--- src/rtl/vga_mem_port.sv ---
// Serves VGA pixel-pair reads from ZBT SRAM (front buffer) ahead of back-buffer writes; 4-cycle read return at RD_LAT=2.
// No backpressure on VGA; a write waits un-acked while VGA owns the slot and may re-request the cycle after its ack.
module vga_mem_port #(
    parameter int                  LOG_MEM      = 36,
    parameter int                  LOG_ADDR     = 19,
    parameter int                  LOG_HCOUNT   = 10,
    parameter int                  LOG_VCOUNT   = 10,
    parameter int                  HWORDS       = 320,
    parameter logic [LOG_ADDR-1:0] FRAME_OFFSET = 19'h40000,
    parameter int                  RD_LAT       = 2
) (
    input  logic                  clock,
    input  logic                  reset,
    input  logic                  frame_flag,
    input  logic                  vga_flag,
    input  logic [LOG_HCOUNT-1:0] vga_hcount,
    input  logic [LOG_VCOUNT-1:0] vga_vcount,
    output logic [LOG_MEM-1:0]    vga_pixel,
    output logic                  done_vga,
    input  logic                  wr_req,
    input  logic [LOG_ADDR-1:0]   wr_addr,
    input  logic [LOG_MEM-1:0]    wr_data,
    output logic                  wr_ack,
    output logic [LOG_ADDR-1:0]   mem_addr,
    output logic                  mem_we,
    output logic [LOG_MEM-1:0]    mem_dout,
    output logic                  mem_oe,
    input  logic [LOG_MEM-1:0]    mem_din,
    output logic                  front_buf
);

    logic [LOG_ADDR-1:0]   mem_addr_q, mem_addr_d;
    logic                  front_q, front_d;
    logic                  swap_pending_q, swap_pending_d;
    logic                  wr_ack_q;
    logic [RD_LAT:0]       we_pipe_q;
    logic [LOG_MEM-1:0]    wdat_q [RD_LAT+1];
    logic [RD_LAT:0]       tag_vld_q;
    logic [RD_LAT:0]       tag_real_q;
    logic                  done_q;
    logic [LOG_MEM-1:0]    pixel_q;

    logic                  in_range;
    logic                  rd_real;
    logic                  swap_hit;
    logic                  wr_go;
    logic [LOG_HCOUNT-1:0] h_word;
    logic [LOG_ADDR-1:0]   v_ext;
    logic [LOG_ADDR-1:0]   h_ext;
    logic [LOG_ADDR-1:0]   rd_addr;
    logic [LOG_ADDR-1:0]   wr_full_addr;

    assign in_range = (vga_vcount < LOG_VCOUNT'(480)) && (vga_hcount < LOG_HCOUNT'(2 * HWORDS));
    assign rd_real  = vga_flag && in_range;
    assign h_word   = vga_hcount >> 1;
    assign v_ext    = LOG_ADDR'(vga_vcount);
    assign h_ext    = LOG_ADDR'(h_word);

    // The swap-point request itself must already read from the new front buffer.
    assign swap_hit = rd_real && swap_pending_q && (vga_vcount == '0) && (h_word == '0);
    // A write is not re-sampled in its own ack cycle, so a held wr_req is not issued twice.
    assign wr_go    = wr_req && !wr_ack_q && !rd_real;

    assign rd_addr      = (front_d ? FRAME_OFFSET : '0) + (v_ext << 8) + (v_ext << 6) + h_ext;
    assign wr_full_addr = (front_q ? '0 : FRAME_OFFSET) + wr_addr;

    always_comb begin
        front_d        = front_q ^ swap_hit;
        swap_pending_d = swap_hit ? frame_flag : (swap_pending_q | frame_flag);
        mem_addr_d     = mem_addr_q;
        if (rd_real) begin
            mem_addr_d = rd_addr;
        end else if (wr_go) begin
            mem_addr_d = wr_full_addr;
        end
    end

    always_ff @(posedge clock) begin
        if (reset) begin
            mem_addr_q     <= '0;
            front_q        <= 1'b0;
            swap_pending_q <= 1'b0;
            wr_ack_q       <= 1'b0;
            we_pipe_q      <= '0;
            tag_vld_q      <= '0;
            tag_real_q     <= '0;
            done_q         <= 1'b0;
            pixel_q        <= '0;
            for (int i = 0; i <= RD_LAT; i++) begin
                wdat_q[i] <= '0;
            end
        end else begin
            mem_addr_q     <= mem_addr_d;
            front_q        <= front_d;
            swap_pending_q <= swap_pending_d;
            wr_ack_q       <= wr_go;
            we_pipe_q      <= {we_pipe_q[RD_LAT-1:0], wr_go};
            tag_vld_q      <= {tag_vld_q[RD_LAT-1:0], vga_flag};
            tag_real_q     <= {tag_real_q[RD_LAT-1:0], rd_real};
            wdat_q[0]      <= wr_go ? wr_data : wdat_q[0];
            for (int i = 1; i <= RD_LAT; i++) begin
                wdat_q[i] <= wdat_q[i-1];
            end
            // Last tag stage lines up with the cycle mem_din carries the read data.
            done_q <= tag_vld_q[RD_LAT];
            if (tag_vld_q[RD_LAT]) begin
                pixel_q <= tag_real_q[RD_LAT] ? mem_din : '0;
            end
        end
    end

    assign vga_pixel = pixel_q;
    assign done_vga  = done_q;
    assign wr_ack    = wr_ack_q;
    assign mem_addr  = mem_addr_q;
    assign mem_we    = we_pipe_q[0];
    assign mem_oe    = we_pipe_q[RD_LAT];
    assign mem_dout  = wdat_q[RD_LAT];
    assign front_buf = front_q;

endmodule

--- config.mk ---
export PLATFORM = sky130hd
export DESIGN_NAME = vga_mem_port
export DESIGN_NICKNAME = d
export VERILOG_FILES = /design/src/rtl/vga_mem_port.sv
export SDC_FILE = /design/constraint.sdc
export NUM_CORES = 1
export LEC_CHECK = 0
export ABC_AREA = 1
export ABC_CLOCK_PERIOD_IN_PS = 3600
export CORE_MARGIN = 3
export CORE_UTILIZATION = 50
export DETAILED_ROUTE_END_ITERATION = 10
export GPL_ROUTABILITY_DRIVEN = 0
export PLACE_DENSITY = 0.85
export SLEW_MARGIN = 20
export SYNTH_ARGS = -nofsm -noshare
export SYNTH_HDL_FRONTEND = slang
export SYNTH_SLANG_ARGS = --single-unit
--- constraint.sdc ---
create_clock -name clock -period 3.6 [get_ports clock]
set_input_delay 0.72 -clock clock [delete_from_list [all_inputs] [get_ports clock]]
set_output_delay 0.72 -clock clock [all_outputs]
set_load 0.02 [all_outputs]
[Word level (Yosys, flattened, before mapping)]
Memories as Yosys holds them, arrays and structs flattened.
Index checks and enable logic that the tools add are counted.
Widths: inputs -> output; s select.
Word-level totals
  flip-flop bits (word level): 68
  memory bits (writable): 108
  input bits: 116
  output and inout port bits: 96
  logic and storage cells: 46
  memories kept: 1
Cells by class
  $add $sub $neg: 4
  $lt $le $gt $ge: 2
  muxes and demuxes: 13
  bitwise gates (word level): 5
  reduce and logical (&&, ||, !) cells: 12
Memories
  wdat_q: depth 3, width 36, rd ports 3, clocked after memory_dff 0, wr ports 3, RTL line 37  | logic [LOG_MEM-1:0] wdat_q [RD_LAT+1];
Operators with widths (number)
  $mux 36: 5
  $mux 19: 4
  $logic_not 10->1: 2
  $add 19x16->19: 1
  $add 19x18->19: 1
  $add 19x19->19: 1
  $add 19x9->19: 1
  $lt 10x10->1 const B: 1
  $lt 10x9->1 const B: 1
  $logic_and 1x1->1: 7
  $mux 1: 4
  $or 1x1->1: 4
  $logic_not 1->1: 2
  $reduce_bool 2->1: 1
  $xor 1x1->1: 1

[Logic depth before layout (Yosys ltp)]
Gate-level depths: netlist (run 1).
  depth after elaboration: 12
  mapped depth: 12
  gate-level depth less buffers: 12

[Worst setup path after synthesis (run 1)]
No wires, ideal clock.
  path type: input port to flip-flop
  from: input vga_hcount[9]
  to: register mem_addr_q[13], in the netlist mem_addr[13]
  setup time: 122 ps
  arrival: 2421 ps
  data required time: 3478 ps
  setup slack: 1056 ps
  cell stages on the path: 11
  cell sequence: inv_1 > fa_1 > inv_1 > fa_1 > nand3_1 > nand2_1 > nand2_1 > nand2_1 > a21oi_1 > xor2_1 > o21ai_1
On the way
  word-level cells in the longest chain between the ends: 6
  elaborated cells on any way between the ends: 8
  those cells by class: 1 x add/sub; 1 x order compare; 1 x mux; 5 x reduce/logical
RTL lines
  from (decl): RTL line 16  | input logic [LOG_HCOUNT-1:0] vga_hcount,
  $lt 10x10->1: RTL line 53  | assign in_range = (vga_vcount < LOG_VCOUNT'(480)) && (vga_hcount < LOG_HCOUNT'(2 * HWORDS));
  $logic_and 1x1->1: RTL line 53
  $logic_and 1x1->1: RTL line 54  | assign rd_real = vga_flag && in_range;
  $logic_not 1->1: RTL line 62  | assign wr_go = wr_req && !wr_ack_q && !rd_real;
  $logic_and 1x1->1: RTL line 62
  $reduce_bool 2->1 (no source line)
  to (signal assigned): RTL line 93  | mem_addr_q <= mem_addr_d;
  to (decl): RTL line 32  | logic [LOG_ADDR-1:0] mem_addr_q, mem_addr_d;
Several ways; a longest one is shown, not always the timed one.
A chain may end at the register's enable or synchronous reset.

[Final worst setup path (run 1)]
  from: input vga_vcount[0]
  to: register mem_addr_q[13], in the netlist mem_addr[13]
On the way
  word-level cells in the longest chain between the ends: 6
  elaborated cells on any way between the ends: 10
  those cells by class: 3 x add/sub; 1 x order compare; 1 x mux; 5 x reduce/logical
RTL lines
  from (decl): RTL line 17  | input logic [LOG_VCOUNT-1:0] vga_vcount,
  parallel branches: the longest is 6 deep, another holds $add 19x18->19
Several ways; the timed one is not identified.

==> results.yml, run 1 <==
timing:
  grt_setup_unrepaired: "no"
  fin_skew_ps: 10.1
  worst_slew_pin_slew_ps: 671
  post-route-period-util_pct: 78.9
  maxSlewViolCount: 0
  max_freq_ghz: 0.352
  maxSlewHeadroom_pct: 55.3
  period_needed_ps: 2840
  tns_ps: 0
  hold_viol: 0
  holdWs_ps: 400
  finalSetupViolCount: 0
cells_and_area:
  area.growth.synth_to_final_pct: 37.1
  final_nets: 1113
  final_common_cell: "clkdlybuf4s50_1"
  insertedDiodeCount: 0
  drive_above_1_share_pct: 4.75
  mostFrequentLayoutCells: "clkdlybuf4s50_1, dfxtp_1, inv_1"
  n_fill_cell: 975
worst_setup_path:
  arrival_ps: 3130
  reg2reg_from: "we_pipe_q[0]"
  crit_fanout: 4
  cp-start-kind: "input port"
  r2r_cells: 8
  cp-end-kind: "flip-flop"
  path_class: "in2reg"
  cp.required_ps: 3890
  ff2ff_setup_slack_ps: 1620
  r2r_end: "wdat_q[0][21]"
clocking:
  clkSinkCount: 175
  cts_tree: "done"
  cts_resized: 0
  ctsHoldBuffers: 0
  insertion_delay_ps: 410
  cts_root_buffer: "clkbuf_16"
  clk_path_buf_depth: 2
  postCtsSetupBuffers: 0
  h-tree-depth: 4
  cts_buffers: 17
  clk_pin_slew_worst_paths_ps: 60
die:
  fp.dieH_um: 122
  die_area_sq_um: 14800
  start_util_pct: 52.1
  die_width_um: 122
  ios: 212
  rows: 41
  coreArea_sq_um: 12800
yosys:
  ys_seq_area_share_pct: 52.5
  synth_edf_count: 0
  synth_fa_ha_area_share_pct: 4.16
  synth_top_family_by_area: "simple AND/OR/NAND/NOR gates"
  syn_nets: 951
  syn_area_per_cell_sq_um: 8.21
  synthArstFlopShare_pct: 0
  synth_top_flop_cell: "dfxtp_1"
  ys_types: 36
  synth-xor-area-share_pct: 0.656
  synth.largest_area_cell: "dfxtp_1"
  synth.mux.area_fraction_pct: 0
  yosysTopAreaCellShare_pct: 52.5
  synth_cells: 814
  yosys-top-cells-area: "dfxtp_1, inv_1, nor2_1"
  synth_compound_area_share_pct: 10.6
  synth_area_sq_um: 6680
  synth-simple-area-share_pct: 16.5
  synth_seq_cells: 175
  yosys_warnings: 0
drt:
  vias_per_cell: 4.75
  ant_nets: 0
  dr.pass1.iters: 5
  drt_iter0_drc: 352
  remaining_drc_errors: 0
  wire_per_inst_um: 13.9
  wirelength_um: 16100
  vias: 5518
run_status:
  outcome: "complete, no violations"
pwr:
  power_frac_clock_pct: 40.3
  swShare_pct: 24.2
  vdd_ir_drop_max_v: 0.000322
  pwr-share-seq_pct: 46.7
  p_leak_uw: 0.00391
  power_switching_uw: 1080
  power_density_nw_per_um2: 486
  internal_power_uw: 3380
  combPwrFrac_pct: 12.9
hold_path:
  worstHoldPathType: "reg2reg"
  hold_end: "wdat_q[0][80]"
  hp-start: "wdat_q[0][44]"
  whs_path_depth: 2
global_routing:
  grt_pass1_wl_um: 25400
  grt_max_degree: 60
  grt_pass1_vias: 5250
  antenna_found_initial: 1
  grt-ovfl-total: 0
  grtUsageTotal_pct: 21.8
job:
  maxCapViolations: 0
place:
  place.port_buffers: 210
  place_hpwl_um: 11400
## power groups by stage
stage	combinational, uW	clock (uW)	sequential [uW]
global placement	559	0	2120
floorplan	306	0	2140
CTS	579	1830	2080
detailed placement	571	0	2120
global route	639	1910	2090
finish	577	1800	2080
## logic make-up (layout without fill, tap and decap cells)
logic type / after synthesis / after routing
and+or+nand+nor: 266 / 266
DFF: 175 / 175
buffers and inverters: 226 / 401
xor gates and xnor gates: 5 / 5
AOI/OAI and AO/OA: 121 / 121
adders and majority gates: 21 / 21
## worst max-delay path by stage
stage,from,cells past startpoint,slack (ps),end
after floorplan,vga_hcount[9],11,1060,mem_addr[13]
after global placement,vga_vcount[0],12,350,mem_addr[13]
after detailed placement,vga_vcount[0],12,320,mem_addr[13]
after CTS,vga_vcount[0],12,760,mem_addr[13]
after global routing,vga_vcount[0],12,600,mem_addr[13]
final,vga_vcount[0],12,760,mem_addr[13]
## flip-flops by register name, indices dropped and copies added, names as in the netlist
name and count:
done_vga 1, front_buf 1, mem_addr 19, swap_pending_q 1, tag_real_q 3, tag_vld_q 3, vga_pixel 36, wdat_q 108
we_pipe_q 3
## area by class of cell
type | count | area [sq um] | area share, %
Sequential cell | 175 | 3500 | 38.3
Timing Repair Buffer | 216 | 2140 | 23.4
Multi-Input combinational cell | 413 | 2130 | 23.3
Inverter | 153 | 577 | 6.30
Clock buffer | 22 | 454 | 4.96
Tap cell | 172 | 215 | 2.35
Clock inverter | 10 | 128 | 1.39
## cells in the mapped netlist (all sizes together), types with 2 or more instances
cell    instances
dfxtp         175
inv           153
nor2          106
nand2         103
buf            64
a21oi          52
nand3          52
o22ai          36
ha             19
o21ai          12
o211ai         10
clkbuf          9
a22oi           5
a31oi           3
xnor2           3
fa              2
nand4           2
xor2            2
## worst max-delay path, stage by stage
cell	delay [ps]
clkdlybuf4s50_1	540
inv_1	80
fa_1	500
inv_1	70
fa_1	460
nand3_1	110
nand2_1	100
nand2_1	90
nand2_1	50
a21oi_1	160
xor2_1	180
o21ai_1	70
## through the flow
stage | utilization [%] | worst slack (ps) | cell area [sq um] | cells | power (uW)
finish | 71.4 | 760 | 9160 | 1161 | 4450
global route | 71.4 | 601 | 9160 | 1161 | 4640
CTS | 71.4 | 759 | 9150 | 1161 | 4490
detailed placement | 66.8 | 315 | 8570 | 1129 | 2690
global placement | 66.8 | 346 | 8570 | 1129 | 2680
floorplan | - | 1060 | 6680 | 814 | 2440
## metal layers
layer	GRT usage, %	part of all wire (%)	vias to the layer above
li1	-	-	2825
met1	25.9	41	2490
met2	37.3	50	185
met3	7.15	7.2	16
met4	7.28	1.5	2
met5	0	0.081	-
No activity file was read; power rests on OpenSTA's default activity.
==> run 2: changes to the inputs <==
Settings changed: ABC_CLOCK_PERIOD_IN_PS 3600 to 2700, CORE_UTILIZATION 50 to 46, PLACE_DENSITY 0.85 to 0.79.
Clock period 3.6 ns to 2.7 ns, I/O delays scaled along.
==> results.yml, run 2 (synthesis gave the netlist of run 1 again) <==
job:
  maxCapViolations: 0
drt:
  wire_per_inst_um: 13.6
  drt_iter0_drc: 313
  dr.pass1.iters: 5
  vias_per_cell: 4.69
  wirelength_um: 16100
  remaining_drc_errors: 0
  ant_nets: 0
  vias: 5553
worst_setup_path:
  cp-end-kind: "flip-flop"
  arrival_ps: 2860
  path_class: "in2reg"
  cp-start-kind: "input port"
  crit_fanout: 3
  cp.required_ps: 3000
timing:
  maxSlewViolCount: 0
  tns_ps: 0
  hold_viol: 0
  maxSlewHeadroom_pct: 58.9
  period_needed_ps: 2570
  grt_setup_unrepaired: "no"
  max_freq_ghz: 0.389
  post-route-period-util_pct: 95.1
  finalSetupViolCount: 0
  worst_slew_pin_slew_ps: 616
  fin_skew_ps: 8.62
cells_and_area:
  register_area_sq_um: 3500
  insertedDiodeCount: 0
  area.growth.synth_to_final_pct: 39.2
  final_common_cell: "clkdlybuf4s50_1"
  n_fill_cell: 1142
  multiInputGateArea_sq_um: 2130
  post-route-util_pct: 66.2
  largest_register: "wdat_q"
  fin_area_sq_um: 9300
  largest_reg_flops: 108
  final_nets: 1128
  drive_above_1_share_pct: 6.37
  mostFrequentLayoutCells: "clkdlybuf4s50_1, dfxtp_1, inv_1"
clocking:
  cts_buffers: 17
  clkSinkCount: 175
  ctsHoldBuffers: 0
  cts_root_buffer: "clkbuf_16"
  clk_pin_slew_worst_paths_ps: 70
  cts_resized: 0
  insertion_delay_ps: 420
  cts_tree: "done"
  h-tree-depth: 4
  postCtsSetupBuffers: 0
  clk_path_buf_depth: 2
die:
  ios: 212
  rows: 43
  fp.dieH_um: 126
  start_util_pct: 47.6
  die_area_sq_um: 16000
  die_width_um: 126
  coreArea_sq_um: 14000
pwr:
  finalPower_uw: 5920
  vdd_ir_drop_max_v: 0.000375
  power_density_nw_per_um2: 637
  p_leak_uw: 0.00399
global_routing:
  antenna_found_initial: 0
  grt_pass1_vias: 5291
  grtUsageTotal_pct: 20.1
  grt_max_degree: 116
  grt_pass1_wl_um: 25900
  grt-ovfl-total: 0
place:
  place_hpwl_um: 11400
  post_dp_cell_area_sq_um: 8720
  place.port_buffers: 210
run_status:
  outcome: "complete, no violations"
hold_path:
  worstHoldPathType: "reg2reg"
run 2: cell types whose count changed in the layout (fill, tap and decap cells not counted), sizes merged:
cell      change
bufinv        -1
inv           -3
clkinv        +3
buf          +15
clkbuf        -1
clkinvlp      +2
run 2: area by class of cell:
cell class / count / share of cell area, %
multi-input combinational: 413 / 22.9
clock inverter: 11 / 1.14
sequential: 175 / 37.7
inverter: 153 / 6.20
tap: 180 / 2.42
clock buffer: 21 / 5.06
timing repair buffer: 231 / 24.5
run 2: layer usage:
metal	global-route usage, %	share of wire [%]	wire (um)	up-vias
met1	24.8	43	6900	2506
li1	-	-	-	2862
met5	0	0	0	-
met3	6.06	7.3	1180	14
met4	5.80	1.4	227	0
met2	34.0	48	7780	171
run 2: metrics by stage:
step | std cells | setup slack, ps | hold slack (ps)
2_1_floorplan | 814 | 336 | 388
3_3_place_gp | 1152 | -247 | 388
3_5_place_dp | 1152 | -285 | 392
4_1_cts | 1184 | 158 | 389
5_1_grt | 1184 | 16.8 | 405
6_report | 1184 | 132 | 396
run 2: worst paths after layout:
kind / end / start / cells after the start / slack, ps
worst max-delay path: mem_addr[17] / vga_hcount[9] / 11 / 130
worst min-delay path: wdat_q[0][107] / wdat_q[0][71] / 2 / 400
worst max register to register: wdat_q[0][11] / we_pipe_q[0] / 7 / 1170
worst min register to register: wdat_q[0][107] / wdat_q[0][71] / 2 / 400
run 2: critical path, stage by stage:
cell             delay, ps
clkdlybuf4s50_1        490
inv_1                   80
fa_1                   540
inv_1                   70
fa_1                   430
nand3_1                100
nand2_1                 80
buf_4                  140
a21o_1                 170
a21oi_1                130
o211ai_1                90
run 2: where the power goes:
part | switching (uW) | internal (uW) | total (uW)
clock network | 1000 | 1350 | 2360
logic | 400 | 397 | 796
registers | 45.1 | 2730 | 2770
total | 1450 | 4480 | 5920
==> run 3: changes to the inputs <==
Settings changed: CORE_UTILIZATION 46 to 30, PLACE_DENSITY 0.79 to not set, SETUP_SLACK_MARGIN set to 0.5.
==> results.yml, run 3 (synthesis gave the netlist of run 1 again) <==
run_status:
  outcome: "complete, no violations"
worst_setup_path:
  path_class: "in2reg"
  worst_path_most_repeated_cell: "nand2_2"
  critPathMaxStageDelay_ps: 430
  cp-end-kind: "flip-flop"
  arrival_ps: 2410
  cp-start-kind: "input port"
  crit_fanout: 3
  crit_chain: "clkdlybuf4s50_1 -> ha_2 -> ha_4 -> fa_2 -> nand3_2 -> nand2_2 -> nand2_2 -> nand2_1 -> a21oi_2 -> xor2_1 -> o21ai_1"
  crit_slowest_cell: "clkdlybuf4s50_1"
  path_buf_inv: 1
  path_delay_family: "adder cells"
  cp.required_ps: 3000
cells_and_area:
  final_nets: 1132
  largest_reg_flops: 108
  final_common_cell: "clkdlybuf4s50_1"
  n_fill_cell: 2125
  insertedDiodeCount: 0
  largest_register: "wdat_q"
  drive_above_1_share_pct: 9.13
  mostFrequentLayoutCells: "clkdlybuf4s50_1, dfxtp_1, inv_1"
  area.growth.synth_to_final_pct: 43.1
timing:
  fin_skew_ps: 8.46
  post-route-period-util_pct: 78.1
  worst_slew_pin_slew_ps: 630
  hold_viol: 0
  max_freq_ghz: 0.474
  setup_ws_ps: 591
  maxSlewViolCount: 0
  period_needed_ps: 2110
  holdWs_ps: 394
  maxSlewHeadroom_pct: 58.0
  grt_setup_unrepaired: "no"
  finalSetupViolCount: 0
global_routing:
  grt_max_degree: 48
  grt_pass1_wl_um: 26700
  grt_pass1_vias: 5307
  grt-ovfl-total: 0
  grtUsageTotal_pct: 13.7
  antenna_found_initial: 0
die:
  die_width_um: 155
  fp.dieH_um: 155
  rows: 53
  start_util_pct: 31.2
  coreArea_sq_um: 21400
  die_area_sq_um: 24100
  ios: 212
drt:
  remaining_drc_errors: 0
  dr.pass1.iters: 6
  drt_iter0_drc: 344
  wire_per_inst_um: 13.1
  wirelength_um: 16900
  vias: 5546
  ant_nets: 0
  vias_per_cell: 4.32
clocking:
  h-tree-depth: 4
  cts_tree: "done"
  ctsHoldBuffers: 0
  cts_root_buffer: "clkbuf_16"
  clk_pin_slew_worst_paths_ps: 80
  insertion_delay_ps: 420
  clk_path_buf_depth: 2
  clkSinkCount: 175
  cts_buffers: 17
place:
  place.port_buffers: 210
  place_hpwl_um: 12000
  pre_cts_ws_ps: -175
pwr:
  vdd_ir_drop_max_v: 0.000316
  power_density_nw_per_um2: 626
  p_leak_uw: 0.00406
  finalPower_uw: 5990
job:
  maxCapViolations: 0
hold_path:
  worstHoldPathType: "reg2reg"
run 3: power breakdown:
group	switching (uW)	leakage, uW	internal (uW)	total (uW)
combinational	420	0.00234	423	844
clock	1120	0.000288	1260	2370
sequential	44.6	0.00143	2720	2770
run 3: per-stage QoR:
| step | cells | TNS, ps | util [%] | instance area, sq um |
|---|---|---|---|---|
| 6_report | 1283 | 0 | 44.6 | 9560 |
| 5_1_grt | 1283 | 0 | 44.6 | 9560 |
| 4_1_cts | 1282 | 0 | 44.1 | 9450 |
| 3_3_place_gp | 1250 | -568 | 41.4 | 8860 |
| 3_5_place_dp | 1250 | -575 | 41.4 | 8860 |
| 2_1_floorplan | 814 | 0 | - | 6690 |
run 3: area by class of cell:
type,instances,area [sq um],area share [%]
multi-input cells,413,2240,23.5
well taps,275,344,3.60
inverters,153,577,6.04
clock inverters,14,144,1.51
flip-flops and latches,175,3500,36.7
clock buffers,18,439,4.60
repair buffers,235,2300,24.1
run 3: repair_timing:
item	4_1_cts	5_1_grt
gates resized for setup	7	23
setup buffers	0	1
gates cloned	0	0
setup endpoints to repair	9	6
pin swaps	2	5
run 3: tightest hold or removal path: cells and delay by family (launching register included):
family,cells,cell delay [ps]
AND/OR/NAND/NOR,1,30
buffers and inverters,1,40
flip-flops,1,300
run 3: final timing paths:
| kind | from | endpoint | slack, ps | cells past startpoint |
|---|---|---|---|---|
| hold reg to reg | wdat_q[0][60] | wdat_q[0][96] | 390 | 2 |
| setup reg to reg | we_pipe_q[0] | mem_addr[0] | 1150 | 8 |
| hold / removal | wdat_q[0][60] | wdat_q[0][96] | 390 | 2 |
| setup / recovery | vga_hcount[7] | mem_addr[13] | 590 | 11 |
run 3: metal layers:
layer / share of wire, % / global-route usage (%) / up-vias
met3: 7.0 / 4.59 / 7
met5: 0 / 0 / -
met1: 46 / 17.4 / 2487
li1: - / - / 2875
met4: 0.55 / 3.63 / 0
met2: 46 / 22.5 / 177
